--- config.mk ---
export PLATFORM = sky130hd
export DESIGN_NAME = mem_access_unit
export DESIGN_NICKNAME = d
export VERILOG_FILES = /design/src/rtl/mem_access_unit.sv
export SDC_FILE = /design/constraint.sdc
export NUM_CORES = 1
export LEC_CHECK = 0
export ABC_AREA = 1
export BUFFER_PORTS_ARGS = -buffer_cell sky130_fd_sc_hd__buf_2
export CAP_MARGIN = 10
export CELL_PAD_IN_SITES_DETAIL_PLACEMENT = 0
export CELL_PAD_IN_SITES_GLOBAL_PLACEMENT = 2
export CORE_MARGIN = 2
export CORE_UTILIZATION = 24
export CTS_CLUSTER_SIZE = 30
export DETAILED_ROUTE_END_ITERATION = 10
export HOLD_SLACK_MARGIN = 0.1
export PLACE_DENSITY_LB_ADDON = 0.1
export SYNTH_ARGS = -nofsm -noshare
export SYNTH_HDL_FRONTEND = slang
export SYNTH_SLANG_ARGS = --single-unit
--- constraint.sdc ---
create_clock -name clk -period 1.65 [get_ports clk]
set_input_delay 0.2475 -clock clk [delete_from_list [all_inputs] [get_ports clk]]
set_output_delay 0.2475 -clock clk [all_outputs]
set_load 0.005 [all_outputs]
--- src/rtl/mem_access_unit.sv ---
// mem_access_unit: MEM-stage load/store engine. Converts EX/MEM load/store
// controls into a req/ack data-bus transaction, stalls the pipeline while
// it is outstanding, lane-aligns store data and extends load data.
module mem_access_unit #(
  parameter int TIMEOUT_CYCLES = 16,
  parameter int CNT_W          = 5
) (
  input  logic        clk,
  input  logic        rst,
  input  logic [1:0]  me_writeMem,
  input  logic [2:0]  me_readMem,
  input  logic [31:0] me_outAlu,
  input  logic [31:0] me_rs2Data,
  output logic        dbus_req,
  output logic        dbus_we,
  output logic [31:0] dbus_addr,
  output logic [31:0] dbus_wdata,
  output logic [3:0]  dbus_wstrb,
  input  logic        dbus_ack,
  input  logic [31:0] dbus_rdata,
  output logic        mem_stall,
  output logic [31:0] load_data,
  output logic        misaligned,
  output logic        bus_err
);

  typedef enum logic [1:0] {ST_IDLE, ST_WAIT, ST_DONE} state_t;

  state_t           state;
  state_t           state_next;
  logic [CNT_W-1:0] cnt;
  logic [2:0]       ld_type;   // 0 for stores: nothing to write back
  logic [1:0]       ld_off;

  logic        is_store;
  logic        is_load;
  logic        acc_valid;
  logic        misalign_now;
  logic        start;
  logic        ack_hit;
  logic        timeout_hit;
  logic [3:0]  st_wstrb;
  logic [31:0] st_wdata;
  logic [31:0] lane;
  logic [31:0] ld_ext;

  // Decode the access and check natural alignment; a store overrides a load.
  always_comb begin
    is_store     = (me_writeMem != 2'b00);
    is_load      = !is_store && (me_readMem != 3'b000) && (me_readMem <= 3'b101);
    acc_valid    = is_store || is_load;
    misalign_now = 1'b0;
    if (is_store) begin
      case (me_writeMem)
        2'b10:   misalign_now = me_outAlu[0];
        2'b11:   misalign_now = |me_outAlu[1:0];
        default: misalign_now = 1'b0;
      endcase
    end else if (is_load) begin
      case (me_readMem)
        3'b010, 3'b101: misalign_now = me_outAlu[0];
        3'b011:         misalign_now = |me_outAlu[1:0];
        default:        misalign_now = 1'b0;
      endcase
    end
  end

  assign start       = (state == ST_IDLE) && acc_valid && !misalign_now;
  assign ack_hit     = (state == ST_WAIT) && dbus_ack;
  assign timeout_hit = (state == ST_WAIT) && !dbus_ack &&
                       (cnt == CNT_W'(TIMEOUT_CYCLES - 1));
  assign mem_stall   = start || (state == ST_WAIT);

  // Place store bytes onto their lanes; reads carry no strobes.
  always_comb begin
    st_wstrb = 4'b0000;
    st_wdata = 32'h0;
    case (me_writeMem)
      2'b01: begin
        st_wstrb = 4'b0001 << me_outAlu[1:0];
        st_wdata = {4{me_rs2Data[7:0]}};
      end
      2'b10: begin
        st_wstrb = 4'b0011 << {me_outAlu[1], 1'b0};
        st_wdata = {2{me_rs2Data[15:0]}};
      end
      2'b11: begin
        st_wstrb = 4'b1111;
        st_wdata = me_rs2Data;
      end
      default: begin
        st_wstrb = 4'b0000;
        st_wdata = 32'h0;
      end
    endcase
  end

  // Shift the addressed lane down and extend it according to the load type.
  always_comb begin
    lane   = dbus_rdata >> {ld_off, 3'b000};
    ld_ext = 32'h0;
    case (ld_type)
      3'b001:  ld_ext = {{24{lane[7]}}, lane[7:0]};
      3'b010:  ld_ext = {{16{lane[15]}}, lane[15:0]};
      3'b011:  ld_ext = dbus_rdata;
      3'b100:  ld_ext = {24'h0, lane[7:0]};
      3'b101:  ld_ext = {16'h0, lane[15:0]};
      default: ld_ext = 32'h0;
    endcase
  end

  // FSM state register.
  always_ff @(posedge clk or negedge rst) begin
    if (!rst) state <= ST_IDLE;
    else      state <= state_next;
  end

  // FSM next-state: issue, wait for ack or timeout, one DONE cycle.
  always_comb begin
    state_next = state;
    case (state)
      ST_IDLE: if (start) state_next = ST_WAIT;
      ST_WAIT: if (ack_hit || timeout_hit) state_next = ST_DONE;
      ST_DONE: state_next = ST_IDLE;
      default: state_next = ST_IDLE;
    endcase
  end

  // Registered bus request, result and status pulses.
  always_ff @(posedge clk or negedge rst) begin
    if (!rst) begin
      dbus_req   <= 1'b0;
      dbus_we    <= 1'b0;
      dbus_addr  <= 32'h0;
      dbus_wdata <= 32'h0;
      dbus_wstrb <= 4'b0000;
      load_data  <= 32'h0;
      misaligned <= 1'b0;
      bus_err    <= 1'b0;
      cnt        <= '0;
      ld_type    <= 3'b000;
      ld_off     <= 2'b00;
    end else begin
      misaligned <= 1'b0;
      bus_err    <= 1'b0;
      case (state)
        ST_IDLE: begin
          if (start) begin
            dbus_req   <= 1'b1;
            dbus_we    <= is_store;
            dbus_addr  <= {me_outAlu[31:2], 2'b00};
            dbus_wdata <= st_wdata;
            dbus_wstrb <= st_wstrb;
            ld_type    <= is_store ? 3'b000 : me_readMem;
            ld_off     <= me_outAlu[1:0];
            cnt        <= '0;
          end else if (acc_valid) begin
            misaligned <= 1'b1;
            load_data  <= 32'h0;
          end
        end
        ST_WAIT: begin
          if (ack_hit) begin
            dbus_req <= 1'b0;
            if (ld_type != 3'b000) load_data <= ld_ext;
          end else if (timeout_hit) begin
            dbus_req  <= 1'b0;
            bus_err   <= 1'b1;
            load_data <= 32'h0;
          end else begin
            cnt <= cnt + 1'b1;
          end
        end
        default: begin
        end
      endcase
    end
  end

endmodule

# [After elaboration in Yosys (flattened, before gate mapping)]
# Cells that the tools add are included.
# W data, S select, Z words.
[totals] elab_cells=94 in_bits=104 out_inout_bits=105 register_bits=114
[op_classes] magnitude_cmp=1 n_shift=3 muxes=31 addsub=1 eq_ne=21 n_reduce_logical=25
[op_table] operator="$mux W32" n=5
[op_table] operator="$pmux W32 S5" n=1
[op_table] operator="$pmux W32 S3" n=1
[op_table] operator="$pmux W32 S2" n=1
[op_table] operator="$shr A32 B5 Y16" n=1
[op_table] operator="$mux W5" n=3
[op_table] operator="$eq A3 B2 Y1 const B" n=4
[op_table] operator="$pmux W4 S3" n=1
[op_table] operator="$mux W1" n=11
[op_table] operator="$ne A2 B2 Y1 const B" n=5
[op_table] operator="$pmux W5 S2" n=1
[op_table] operator="$eq A3 B3 Y1 const B" n=3
[op_table] operator="$logic_and A1 B1 Y1" n=7
[op_table] operator="$pmux W1 S2" n=3
[op_table] operator="$reduce_bool A3 Y1" n=2
[op_table] operator="$add A5 B1 Y5 const B" n=1
[op_table] operator="$eq A5 B4 Y1 const B" n=1
[op_table] operator="$reduce_and A5 Y1" n=1
[op_table] operator="$eq A2 B1 Y1 const B" n=2
[op_table] operator="$eq A2 B2 Y1 const B" n=2
[op_table] operator="$mux W2" n=2
[op_table] operator="$pmux W2 S2" n=1
[op_table] operator="$reduce_and A2 Y1" n=2
[op_table] operator="$reduce_and A4 Y1" n=1
[op_table] operator="14 further kinds" n=20

# [Depth between registers and ports, before layout]
# Gate-level depths: netlist of the first run.
[depth] word_depth=10 mapped_depth=12 ltp_nobuf=11

# [Least setup slack after synthesis of the first run]
# OpenSTA, ideal clock, no wires.
[synth_timing] path_type="register to register" startpoint="register cnt[0]" endpoint="register cnt[0]" t_arrival_ns=1.557 n_path_buf=1 required_ns=1.585 period_less_slack_ns=1.622 stages_incl_launch_ff=10 slack_ns=0.028 setup_time_ns=0.065 cell_sequence="dfrtp_1 > ha_1 > nand2_1 > nor2_1 > ha_1 > inv_1 > nand4_1 > clkbuf_1 > or2_2 > nand2_1"
[synth_between] elab_chain_len=4 word_cells_on_any_way=8 classes_between="add/sub: 1; eq/ne: 2; mux: 3; reduce/logical: 2"
[synth_rtl] item="start: declaration" line="31" text="logic [CNT_W-1:0] cnt;"
[synth_rtl] item="start signal: assignment" line="171" text="cnt <= cnt + 1'b1;"
[synth_rtl] item="$add A5 B1 Y5 or $eq A5 B4 Y1 (tied branches)" line="171, 71"
[synth_rtl] item="$mux W5 or $logic_and A1 B1 Y1 (tied branches)" line="166, 70"
[synth_rtl] item="$mux W5 or $ne A2 B2 Y1 (tied branches)"
[synth_rtl] item="$pmux W5 S2 or $reduce_and A4 Y1 (tied branches)"
# Parallel ways exist; a longest one is shown, timed or not. The select of a mux whose other input is x is not followed.
# A chain may end at the register's enable or synchronous reset.

# [Worst setup path in the final report of the first run]
[layout_timing] startpoint="register cnt[0]" endpoint="register load_data[31]"
[layout_between] elab_chain_len=4
[layout_rtl] item="$eq A5 B4 Y1" line="71" text="(cnt == CNT_W'(TIMEOUT_CYCLES - 1));"
[layout_rtl] item="$logic_and A1 B1 Y1" line="70" text="assign timeout_hit = (state == ST_WAIT) && !dbus_ack &&"
[layout_rtl] item="$ne A3 B3 Y1 (no source line)"
[layout_rtl] item="$reduce_and A5 Y1 (no source line)"
[layout_rtl] item="end signal: assignment" line="165" text="if (ld_type != 3'b000) load_data <= ld_ext;"
[layout_rtl] item="end: declaration" line="22" text="output logic [31:0] load_data,"
# Every way passes these cells.

==> impl.org, run 1 <==
** Run status
- Run status :: finished, violations left
- The checks that failed: negative setup slack.

** Die
- Height of the chip :: 158 um
- Placeable core region :: approximately 0.023 sq mm
- IO Pins :: 209
- After floorplanning, the core was divided into 56 placement rows.
- The initial utilization of the core area, before any placement, comes to 24.3%.
- The die is roughly 160 um wide.
- Area of the die :: 0.0249 sq mm

** CTS
- Clock Path Buffers :: 2
- In this run the number of H-tree levels came out at 4.
- After clock tree synthesis, the clock-pin slew on the worst setup and hold paths is 0.06 ns.
- The clock net in this run drives a total of 114 sinks.
- Clock Latency Late Sink :: roughly 0.42 ns
- TritonCTS buffer count :: 17
- Clock tree from TritonCTS :: done
- The root buffer cell chosen for the clock tree is clkbuf_16.

** Logic synthesis
- Of all cell types, the one taking the most synthesized area is dfrtp_1.
- Ranking of synthesized cells by area :: dfrtp_1 (50%), nand2_1 (16%), o21ai_1 (7.1%), inv_1 (5.6%), o21ai_0 (3.8%)
- Cell with the most instances after synthesis :: nand2_1
- The mapped netlist covers ~0.0057 sq mm.
- Dominant register cell in the synthesized netlist :: dfrtp_1
- After synthesis, the largest area contributor takes up 50.3% of total cell area.
- Post-synthesis async set-or-reset flop share :: 100%
- Syn Inst Count :: 739
- Distinct cell type count after synthesis :: 33
- Share of synthesized area occupied by flip-flops and latches :: 50.3%
- Ranking of synthesized cells by instance count :: nand2_1 (246), dfrtp_1 (114), inv_1 (84)
- Flops & latches, synth :: ~110
- During synthesis, Yosys emitted a total of 0 warnings.
- A synthesized cell averages 7.68 sq um.
- Yosys mapped a number of flops with a built-in enable equal to 0.

** Setup path
- Critical path class :: reg -> reg
- Cell seen most often among critical-path stages :: nand2_1
- Reg-to-reg endpoint :: load_data[31]
- In this run the worst setup path begins at cnt[0].
- Number of cell instances on the worst register-to-register path :: 12
- The most critical setup path has its endpoint at load_data[31].
- Data arrives at the worst endpoint at around 2.0 ns.
- Largest incremental delay on the critical path :: 0.35 ns
- Startpoint types :: flip-flop
- Sequence of cells on the critical path :: ha_2 -> nand2_1 -> nor2_1 -> ha_2 -> inv_2 -> nand4_1 -> nand2_1 -> nor2_2 -> nand2_4 -> clkbuf_16 -> nand2_2 -> nand2_1
- In this run the critical register-to-register path is launched from cnt[0].
- For the worst setup path, the data required time is between 1.5 and 2 ns.
- Master of the slowest instance on the critical path :: dfrtp_1
- Biggest fanout along the worst timing path :: 8
- STA classifies the critical path endpoint as a flip-flop.
- Worst R2R Setup Slack :: -0.09 ns

** Timing
- The total count of hold-check failures in the final report is 0.
- Share of the cycle needed by the critical path after routing :: 105%
- Crit path time final :: 1.74 ns
- The final-report max-slew violation count was 0.
- Setup repair after global routing could not meet its margin everywhere.
- Top achievable clock speed :: 576 MHz
- Final worst-path setup slack :: -0.0859 ns
- For the final database, setup skew stands at between 0.009 and 0.01 ns.
- Setup violators final :: 32

** Global route
- Entering global routing, the biggest net connects 49 pins.
- Number of antenna violations at the first check in global routing :: 3
- Via count of the first global-routing pass :: 5612
- Aggregate global routing overflow :: 0
- Global-route wire length before repair :: 30200 um
- Global router's overall resource usage :: 15.9%

** Power and ir drop
- Summed over all cells, the static leakage comes to 4.65 nW.
- The clock network accounts for 27.5% of the total power.
- Sequential power share :: a little under a third
- For this design the total switching power over the nets is approximately 5.4 mW.
- The share of total power dissipated in combinational logic is between 40% and 50%.
- Sw Share :: between 30% and 40%
- Max IR drop VDD :: 691 uV
- Dividing total power by cell area gives a power density of 1710 mW/mm^2.
- Internal Dissipation :: 9.18 mW

** Placed design
- After legalization and detailed placement, the total HPWL measured 14500 um.
- At the end of routability-driven placement, the weighted congestion stood at ~0.74.
- Number of placed cells counting well taps :: approximately 1300
- Port buffering added 206 buffers.

** Worst hold path
- Critical hold path startpoint :: me_rs2Data[19]
- Path category of the worst min-delay check :: in -> reg

** Detailed routing
- First-pass iteration count of the detailed router :: 4
- After detailed routing, the average wire length per cell comes to approximately 15 um.
- Number of vias per cell after detailed routing :: 4.24
- For this block, the routed nets add up to 20100 um of wire.
- Iteration-0 DRC Markers :: 194
- The routed layout has roughly 5700 vias.
- For this run, design rule violations remaining after detail routing come to 0.
- Antenna Violating Nets Remaining :: 0

** Cells and area
- Final cell utilization of the core :: 36.6%
- Registers take roughly 0.0029 sq mm.
- After the flow finishes, the layout carries non-filler instances totaling ~1300.
- Fill cells :: 2557
- Post-synthesis to final-layout area growth :: 50.5%
- Area of the multi-input gates :: between 0.002 and 0.0025 sq mm
- Of the cells placed in the final design, the portion with a size suffix greater than 1 is 32.7%.
- Total number of nets in the final design :: approximately 1100

** Flow run
- Across the run, the number of max-cap violations was 0.
-- cell families after synthesis --
family	Yosys count	share of synthesized area (%)
AO/OA/AOI/OAI	175	17.3
XOR/XNOR	1	0.154
adder cells (fa/ha/maj)	2	0.441
buffers and inverters	132	9.97
flip-flops	114	50.3
other	1	0.0661
AND/OR/NAND/NOR	314	21.8
-- metal layers --
metal	GRT usage [%]	part of all wire, %
met1	20.0	44
met2	26.4	48
met3	5.20	6.6
met4	4.11	0.96
met5	0	0.035
-- how the worst min path moves through the flow --
stage	to	slack, ns	cells past startpoint
2_1_floorplan	bus_err	-0.05	0
3_3_place_gp	load_data[28]	0.18	1
3_5_place_dp	load_data[28]	0.17	1
4_1_cts	dbus_wdata[18]	0.11	3
5_1_grt	ld_type[0]	0.13	3
6_report	dbus_wdata[19]	0.12	3
-- area by class of cell --
type,count,area share [%]
flip-flops and latches,114,33.4
multi-input cells,494,27.9
repair buffers,284,22.6
clock buffers,17,4.98
well taps,319,4.67
inverters,91,4.00
clock inverters,15,2.40
diodes,1,0.0293
-- per-stage QoR --
stage	setup slack [ns]	setup TNS [ns]	hold slack (ns)	total power, mW	instance area [sq um]
global route	-0.233	-6.86	0.127	15.7	8540
CTS	-0.0365	-0.117	0.108	14.3	8360
finish	-0.0859	-2.12	0.125	14.6	8540
global placement	-0.00484	-0.0548	0.181	10.1	7380
detailed placement	-0.0362	-0.648	0.175	10.1	7380
floorplan	0.0276	0	-0.0481	7.27	5680
-- cell usage in the layout (no fill, tap or decap), drive strengths merged, types with 2 or more instances in the layout --
master	instances
clkinvlp	3
inv	94
dfrtp	114
nand2	247
a221oi	16
dlygate4sd3	32
conb	2
nand3	19
a31oi	2
buf	250
ha	2
o211ai	4
o22ai	13
bufinv	4
nor2	43
a21oi	12
clkbuf	19
clkinv	5
nand4	2
o21ai	124
or2	2
-- power groups by stage --
stage	sequential, mW	clock (mW)	combinational [mW]
2_1_floorplan	4.63	0	2.65
3_3_place_gp	4.60	0	5.47
3_5_place_dp	4.61	0	5.44
4_1_cts	4.59	4.13	5.57
5_1_grt	4.77	4.24	6.72
6_report	4.61	4.01	5.96
-- timing repair --
item,4_1_cts,5_1_grt
endpoints found under the setup margin,33,38
hold buffers,32,0
gates resized for setup,4,37
pin swaps,3,8
setup buffers,3,2
cloned,0,3
hold endpoints to repair,113,0
-- worst max-delay path, delay by kind of cell (launching register included) --
kind,cells,cell delay (ns)
AND/OR/NAND/NOR,8,0.65
adder cells (fa/ha/maj),2,0.37
flip-flops,1,0.35
buffers and inverters,2,0.24
-- flip-flops by register name (all words and copies together), names as in the netlist, 2 cells and up --
signal	count
dbus_addr	30
dbus_wdata	32
state	2
cnt	5
ld_off	2
ld_type	3
dbus_wstrb	4
load_data	32
Note: power is estimated with default switching activity, not from simulation.
==> run 2: changes to the inputs <==
- PLACE_DENSITY_LB_ADDON: 0.1 -> 0.2
==> impl.org, run 2 (synthesis gave the netlist of run 1 again) <==
** Run status
- Run status :: finished, violations left
- The checks that failed: negative setup slack.

** Flow run
- Max-cap violation count :: 0 (unchanged)

** Worst hold path
- The path class of the tightest hold or removal check is in -> reg.

** Global route
- The wire length of the first global-routing pass came to 30600 um (+1.5%).
- The global router's overall resource usage was 16.0% (+0.086 points).
- The initial antenna violation count was 3 (unchanged).
- Via count of the first global-routing pass :: 5713 (+1.8%)
- Pin count of the biggest net entering global routing :: 63 (+29%)
- Aggregate global routing overflow :: 0 (unchanged)

** Cells and area
- Highest-count cells in the layout ignoring fill and taps :: nand2_1 (245), buf_2 (204), dfrtp_1 (114)
- Design area :: 0.00822 sq mm (-3.7%)
- The final design utilization came to 35.2% (-1.4 points).
- The fraction of layout cells with a size suffix above 1 was 29.3% (-3.4 points).
- Total number of nets in the final design :: 1097 (-0.99%)
- Post-synthesis to final-layout area growth :: 44.9%
- The library cell used most frequently in the layout, excluding fill and tap cells, is nand2_1.
- Biggest registers after layout :: dbus_wdata (32), load_data (32), dbus_addr (30)
- The number of standard cells in the final layout excluding fillers came to 1326 (-0.67%).

** Power and ir drop
- Leak :: 4.49 nW (-3.3%)
- Max IR drop VDD :: 632 uV (-8.6%)
- The power per cell area was 1640 mW/mm^2 (-3.7%).

** Timing
- The worst path setup slack after routing came to -0.0467 ns (+0.0391 ns).
- Setup violators final :: 3 (-91%)
- Final number of hold-violating endpoints :: 0 (unchanged)
- The clock skew is 0.00762 ns (-0.00235 ns).
- Hold WS :: 0.124 ns (-0.000478 ns)
- RSZ-0062 raised after global routing :: yes
- Pins over their slew limit :: 0 (unchanged)
- The maximum clock frequency came to 589 MHz (+2.3%).
- The minimum period implied by the final worst setup slack is 1.70 ns (-0.0391 ns).
- The part of the cycle the worst path needs is 103% (-2.4 points).

** Placed design
- Placed Instance Area :: 0.00725 sq mm (-1.7%)
- Final Wtd Congestion :: 0.773 (+4.2%)
- Number of placed cells counting well taps :: 1256 (-0.55%)
- Detailed placement HPWL :: 14300 um (-1.3%)
- The number of buffers inserted by port buffering came to 206 (unchanged).
- The setup slack after placement came to -0.0388 ns (-0.00260 ns).

** Setup path
- Walking the worst path, the cells encountered are ha_2 -> nand2_1 -> nor2_1 -> ha_1 -> inv_2 -> nand4_1 -> buf_4 -> buf_6 -> or2_2 -> nand2_1.
- WP data required :: 2.00 ns (+0.05 ns)
- The biggest fanout along the worst timing path was 10 (+2).
- STA classifies the critical path endpoint as a flip-flop.
- Counting stages on the worst path, the most repeated cell is nand2_1.
- The data arrival time of the worst path came to 2.04 ns (about the same).
- Largest incremental delay on the critical path :: 0.38 ns (+0.03 ns)
- The worst setup path is of the reg -> reg kind.
- The largest individual stage delay along the critical path comes from the cell dfrtp_1.
- The worst setup path is launched from a flip-flop.

** CTS
- TritonCTS built the clock tree.
- Clock Latency Late Sink :: 0.41 ns (about the same)
- Clock Path Buffers :: 2 (unchanged)
- The total number of clock tree sinks is 114 (unchanged).
- The register clock-pin slew on the reported worst setup and hold paths is 0.06 ns (about the same).
- Root buffer cell :: clkbuf_16
- The CTS buffer count was 17 (unchanged).
- H-tree level count :: 4 (unchanged)

** Detailed routing
- The wire length after detailed routing is 19400 um (-3.3%).
- The total iterations of the first detailed-routing run came to 4 (unchanged).
- Iteration-0 DRC Markers :: 226 (+16%)
- The residual DRC count is 0 (unchanged).
- The wire length per cell was 14.6 um (-2.6%).
- The remaining antenna violation count after routing was 0 (unchanged).
- The total via count in the routed design is 5640 (-0.35%).
- The ratio of routed vias to standard cells is 4.25 (+0.32%).

** Die
- Height of the chip :: 158 um (unchanged)
- The core area came to 0.0233 sq mm (unchanged).
- Starting density of the core :: 24.3% (unchanged)
- Placement row count :: 56 (unchanged)
- The die outline width is 158 um (unchanged).
- IO Pins :: 209 (unchanged)
- Area of the die :: 0.0249 sq mm (unchanged)
run 2: path summary, 6_finish.rpt:
path                                  end  slack (ns)           start  depth (start not counted)
setup / recovery                   cnt[4]       -0.05          cnt[0]                         10
hold / removal             dbus_wdata[22]        0.12  me_rs2Data[22]                          3
setup reg to reg                   cnt[4]       -0.05          cnt[0]                         10
hold reg to reg             load_data[13]        0.46   load_data[13]                          2
max in group asynchronous   dbus_wdata[6]        0.81             rst                          3
min in group asynchronous   load_data[28]        0.30             rst                          2
run 2: through the flow:
stage | power [mW] | TNS [ns]
finish | 13.5 | -0.101
global route | 14.7 | -4.95
CTS | 13.7 | -0.437
detailed placement | 9.76 | -0.755
global placement | 9.77 | -0.0117
floorplan | 7.27 | 0
run 2: repair_timing:
action	in CTS	in global routing
buffers inserted	1	2
endpoints found under the setup margin	35	36
pin swaps	3	1
hold buffers	32	0
endpoints found under the hold margin	97	0
cloned	0	0
gates resized for setup	5	6
run 2: worst max-delay path: cells and delay by family (launching register included):
family	cells	cell delay, ns
buffers and inverters	3	0.35
adder cells (fa/ha/maj)	2	0.37
flip-flops	1	0.38
AND/OR/NAND/NOR	5	0.53
run 2: area by class of cell:
class	count	area, sq um
multi-input combinational	494	2290
clock inverter	13	149
tap	319	399
sequential	114	2850
clock buffer	19	443
inverter	91	342
antenna	3	7.51
timing repair buffer	273	1740
fill	2553	15100
run 2: routing by layer:
layer	share of wire (%)	routed length (um)	global-route usage, %
met5	0.057	11	0
met4	1.0	202	4.55
met3	8.3	1610	5.50
met2	46	9020	25.8
met1	44	8580	20.4
run 2: power breakdown:
part,internal [mW],leakage [nW],switching [mW]
registers,3.92,1.48,0.670
clock network,2.29,0.293,1.46
logic,2.25,2.72,2.93
